### config.mk
export PLATFORM = sky130hd
export DESIGN_NAME = hazard_ctrl
export DESIGN_NICKNAME = d
export VERILOG_FILES = /design/src/rtl/hazard_ctrl.sv
export SDC_FILE = /design/constraint.sdc
export NUM_CORES = 1
export LEC_CHECK = 0
export CORE_UTILIZATION = 32
export CTS_CLUSTER_DIAMETER = 150
export DETAILED_ROUTE_END_ITERATION = 16
export HOLD_SLACK_MARGIN = 0.1
export PLACE_DENSITY = 0.76
export SYNTH_ARGS = -nofsm -noshare
export SYNTH_HDL_FRONTEND = slang
export SYNTH_SLANG_ARGS = --single-unit
### constraint.sdc
create_clock -name clk -period 2.26 [get_ports clk]
set_input_delay 0.678 -clock clk [delete_from_list [all_inputs] [get_ports clk]]
set_output_delay 0.678 -clock clk [all_outputs]
set_load 0.02 [all_outputs]
### src/rtl/hazard_ctrl.sv
// Hazard and sequencing controller for the 5-stage RV32I pipeline: stall/flush
// generation, E-stage forwarding selects, data-memory wait and fixed-latency MDU sequencing.
module hazard_ctrl #(
    parameter int DATA_WIDTH  = 32,
    parameter int MDU_LATENCY = 4
) (
    input  logic       clk,
    input  logic       rst,
    input  logic [4:0] rs1_d,
    input  logic [4:0] rs2_d,
    input  logic [4:0] rs1_e,
    input  logic [4:0] rs2_e,
    input  logic [4:0] rd_e,
    input  logic [4:0] rd_m,
    input  logic [4:0] rd_w,
    input  logic       reg_write_m,
    input  logic       reg_write_w,
    input  logic       load_e,
    input  logic       pc_src_e,
    input  logic       mdu_start_e,
    input  logic       mem_req_m,
    input  logic       mem_ready,
    output logic       stall_f,
    output logic       stall_d,
    output logic       stall_e,
    output logic       stall_m,
    output logic       flush_d,
    output logic       flush_e,
    output logic       flush_m,
    output logic [1:0] forward_a_e,
    output logic [1:0] forward_b_e,
    output logic       mdu_done
);

    if (DATA_WIDTH < 1 || MDU_LATENCY < 2 || MDU_LATENCY > 15) begin : g_param_check
        $error("hazard_ctrl: illegal parameter value");
    end

    typedef enum logic [1:0] {
        IDLE     = 2'd0,
        MEM_WAIT = 2'd1,
        MDU_BUSY = 2'd2
    } state_t;

    localparam logic [3:0] CNT_LOAD = 4'(MDU_LATENCY - 1);

    // Valid/ready note: mem_req_m is the request, mem_ready the completion strobe;
    // an access completes in the cycle both are high, so the pipe is frozen only while
    // a request is pending without ready.

    state_t     state_q, state_d;
    logic [3:0] cnt_q, cnt_d;
    logic       freeze;
    logic       lw;
    logic       hazard_en;

    assign freeze = mem_req_m && !mem_ready;
    assign lw     = load_e && (rd_e != 5'd0) && ((rd_e == rs1_d) || (rd_e == rs2_d));

    always_comb begin
        forward_a_e = 2'b00;
        if (reg_write_m && rd_m != 5'd0 && rd_m == rs1_e) begin
            forward_a_e = 2'b10;
        end else if (reg_write_w && rd_w != 5'd0 && rd_w == rs1_e) begin
            forward_a_e = 2'b01;
        end
        forward_b_e = 2'b00;
        if (reg_write_m && rd_m != 5'd0 && rd_m == rs2_e) begin
            forward_b_e = 2'b10;
        end else if (reg_write_w && rd_w != 5'd0 && rd_w == rs2_e) begin
            forward_b_e = 2'b01;
        end
    end

    always_comb begin
        state_d   = state_q;
        cnt_d     = cnt_q;
        stall_f   = 1'b0;
        stall_d   = 1'b0;
        stall_e   = 1'b0;
        stall_m   = 1'b0;
        flush_d   = 1'b0;
        flush_e   = 1'b0;
        flush_m   = 1'b0;
        mdu_done  = 1'b0;
        hazard_en = 1'b0;

        if (rst) begin
            flush_d = 1'b1;
            flush_e = 1'b1;
        end else if (freeze) begin
            // Whole pipe holds; the MDU counter pauses with it.
            stall_f = 1'b1;
            stall_d = 1'b1;
            stall_e = 1'b1;
            stall_m = 1'b1;
            if (state_q == IDLE) begin
                state_d = MEM_WAIT;
            end
        end else begin
            case (state_q)
                IDLE: begin
                    if (mdu_start_e) begin
                        stall_f = 1'b1;
                        stall_d = 1'b1;
                        stall_e = 1'b1;
                        flush_m = 1'b1;
                        cnt_d   = CNT_LOAD;
                        state_d = MDU_BUSY;
                    end else begin
                        hazard_en = 1'b1;
                    end
                end
                MEM_WAIT: begin
                    state_d   = IDLE;
                    hazard_en = 1'b1;
                end
                MDU_BUSY: begin
                    if (cnt_q > 4'd1) begin
                        stall_f = 1'b1;
                        stall_d = 1'b1;
                        stall_e = 1'b1;
                        flush_m = 1'b1;
                        cnt_d   = cnt_q - 4'd1;
                    end else begin
                        mdu_done  = 1'b1;
                        state_d   = IDLE;
                        hazard_en = 1'b1;
                    end
                end
                default: begin
                    state_d = IDLE;
                end
            endcase
        end

        // Load-use outranks a branch; a load is never the branch itself.
        if (hazard_en) begin
            if (lw) begin
                stall_f = 1'b1;
                stall_d = 1'b1;
                flush_e = 1'b1;
            end else if (pc_src_e) begin
                flush_d = 1'b1;
                flush_e = 1'b1;
            end
        end
    end

    always_ff @(posedge clk) begin
        if (rst) begin
            state_q <= IDLE;
            cnt_q   <= 4'd0;
        end else begin
            state_q <= state_d;
            cnt_q   <= cnt_d;
        end
    end

endmodule

==> flow_summary_export.csv <==
group,metric,value,unit
synth,synth-async-reset-ratio,0,
drt,first_iter_violations,8,
timing,slew_violations,0,
place,dpl_cell_area,0.00176,sq mm
synth,synth_area_leader_cell,"xor2_1",
finish,layout_commonest_cell,"buf_4",
grt,grt_pass1_wl,5.37,mm
clocking,clk_path_buf_depth,2,
timing,setup-violations-final,10,
timing,fin_skew,3.08,ps
floorplan,die_w,53.1,um
drt,first_pass_iters,4,
floorplan,start_util,0.337,
worst_setup_path,arrival,2080,ps
worst_setup_path,slowest_stage,"or4_4",
place,dp_cells,223,
worst_setup_path,critical_path.max_fanout,2,
finish,nets,257,
clocking,cts_tree,"yes",
worst_setup_path,crit_chain,"dlygate4sd2_1 > xor2_1 > or4_4 > nor4_4 > buf_4",
synth,ys_ff_latch,6,
outcome,violations,"setup timing",
grt,overflow,0,
timing,rsz0062_at_grt,"true",
timing,finalCriticalPeriod,2760,ps
timing,setup_ws,-496,ps
clocking,worstSkewPairLatency,230,ps
power_and_ir_drop,total_power,0.705,mW
finish,area_growth,146,%
clocking,cts_inserted_buffers,3,
worst_hold_path,worstHoldPathCells,3,
synth,yosys.cell_types.count,37,
worst_setup_path,required,1580,ps
drt,vias,1200,
job,drv_cap,0,
floorplan,core,0.00248,sq mm
finish,final_cell_mix,"buf_4, xor2_1, buf_6, dlygate4sd2_1, buf_2",
grt,global_route.usage.total,0.261,
clocking,cts_sinks,6,
timing,finalHoldViolCount,0,
worst_setup_path,max_stage_delay,530,ps
timing,relSlewSlack,0.790,
clocking,cts_root_buffer,"clkbuf_4",
drt,ant_nets,0,
finish,n_antenna_cell,0,
power_and_ir_drop,power_leakage,0.927,nW
floorplan,dieArea,0.00282,sq mm
timing,tightest_slew,315,ps
finish,final_cell_area,0.00205,sq mm
clocking,clkTransAtPathRegs,40,ps
place,gp_congestion,0.821,
finish,instances_no_fill,239,
worst_setup_path,crit_path_end_kind,"output port",
finish,fillers,138,
worst_setup_path,worstSetupStartpointType,"input pin",
drt,routedWlPerCell,15.6,um
finish,drive_above_1_share,0.593,
outcome,status,"finished with violations",
drt,drc_errors,0,
floorplan,die_y,53.1,um
synth,syn_area,835,sq um
place,port-buffer-count,55,
synth,synth_nets,150,
timing,setup_tns,-2640,ps
synth,synth_edf_count,0,
synth,ys_seq_area_frac,0.144,
finish,seq_area,126,sq um
grt,grt_max_degree,11,
synth,synthTopCellsByArea,"xor2_1, dfxtp_1, xnor2_1",
timing,clock.fmax,363,MHz
drt,routed_wl,3.73,mm
worst_setup_path,critical_path_class,"input pin to output port",
synth,synth_warnings,0,
finish,utilization,0.827,
floorplan,ioPinCount,56,
synth,synth_ff_type,"dfxtp_1",
grt,antenna_found_initial,0,
place,dp_slack,-1320,ps
clocking,cts_hold_buf,0,
power_and_ir_drop,power.density,344,mW/mm^2
timing,whs,582,ps
clocking,h-tree-depth,1,
grt,grt_pass1_vias,1257,
synth,postSynthAreaPerCell,8.02,sq um
synth,syn_inst,104,
drt,vias_per_cell,5.02,
power_and_ir_drop,ir_worst_vdd,429,uV
finish,multiInputGateArea,935,sq um
floorplan,rows,18,
worst_hold_path,hold_class,"flip-flop to flip-flop",
timing,min_period_over_period,1.22,
worst_setup_path,rr_worst_depth,9,
synth,synth_top_area_frac,0.252,
worst_setup_path,r2r_setup_slack,530,ps
place,place_hpwl,2.43,mm
registers in the layout (all words and copies together), names as in the netlist:
name and count:
cnt_q 4, state_q 2
cell usage after synthesis, types with 2 or more instances:
cell,instances
nor4_2,2
nor2_1,7
nand2b_1,4
nor2b_1,2
xor2_1,24
nand2_1,4
clkbuf_1,2
ha_1,2
a31oi_1,2
mux2i_1,2
o21a_1,2
nor3_1,5
inv_1,3
or4_1,4
nor4_1,2
o21ai_0,3
dfxtp_1,6
nand3_1,2
xnor2_1,6
o211ai_1,3
critical path: cells and delay by family:
kind                   cells  cell delay, ps
buffers and inverters      2             450
AND/OR/NAND/NOR            2             800
XOR/XNOR                   1             150
power by group:
part | internal [mW] | leakage (nW) | switching [mW] | total [mW]
clock | 0.0598 | 0.0138 | 0.0346 | 0.0944
combinational | 0.268 | 0.863 | 0.213 | 0.482
sequential | 0.119 | 0.0507 | 0.0101 | 0.129
routing by layer:
metal / up-vias / track usage / part of all wire
li1: 594 / - / -
met1: 556 / 0.267 / 0.39
met2: 44 / 0.530 / 0.53
met3: 6 / 0.0489 / 0.072
met4: 0 / 0.0614 / 0.011
met5: - / 0 / 0
path summary, 6_finish.rpt:
check | start | to
max | rs1_e[4] | forward_a_e[0]
min | cnt_q[3]$_SDFFE_PP0P_ | cnt_q[3]$_SDFFE_PP0P_
max reg2reg | cnt_q[0]$_SDFFE_PP0P_ | cnt_q[0]$_SDFFE_PP0P_
min reg2reg | cnt_q[3]$_SDFFE_PP0P_ | cnt_q[3]$_SDFFE_PP0P_
repair_timing:
item	4_1_cts	5_1_grt
setup buffers	12	2
pin swaps	31	22
hold endpoints to repair	0	0
cloned	0	0
gates resized for setup	182	39
endpoints found under the setup margin	12	12
cells by family after synthesis:
family / after synthesis / share of synthesized area
fa+ha+maj: 2 / 0.0300
simple gates: 37 / 0.273
buf+inv: 6 / 0.0315
flops: 6 / 0.144
compound gates: 21 / 0.183
xor+xnor: 30 / 0.315
mux: 2 / 0.0240
cell type report:
class                   count  area share
well taps                  30      0.0183
multi-input cells          92       0.456
clock buffers               3      0.0110
inverters                   3     0.00794
flip-flops and latches      6      0.0617
repair buffers            105       0.445
Note: power is estimated with default switching activity, not from simulation.
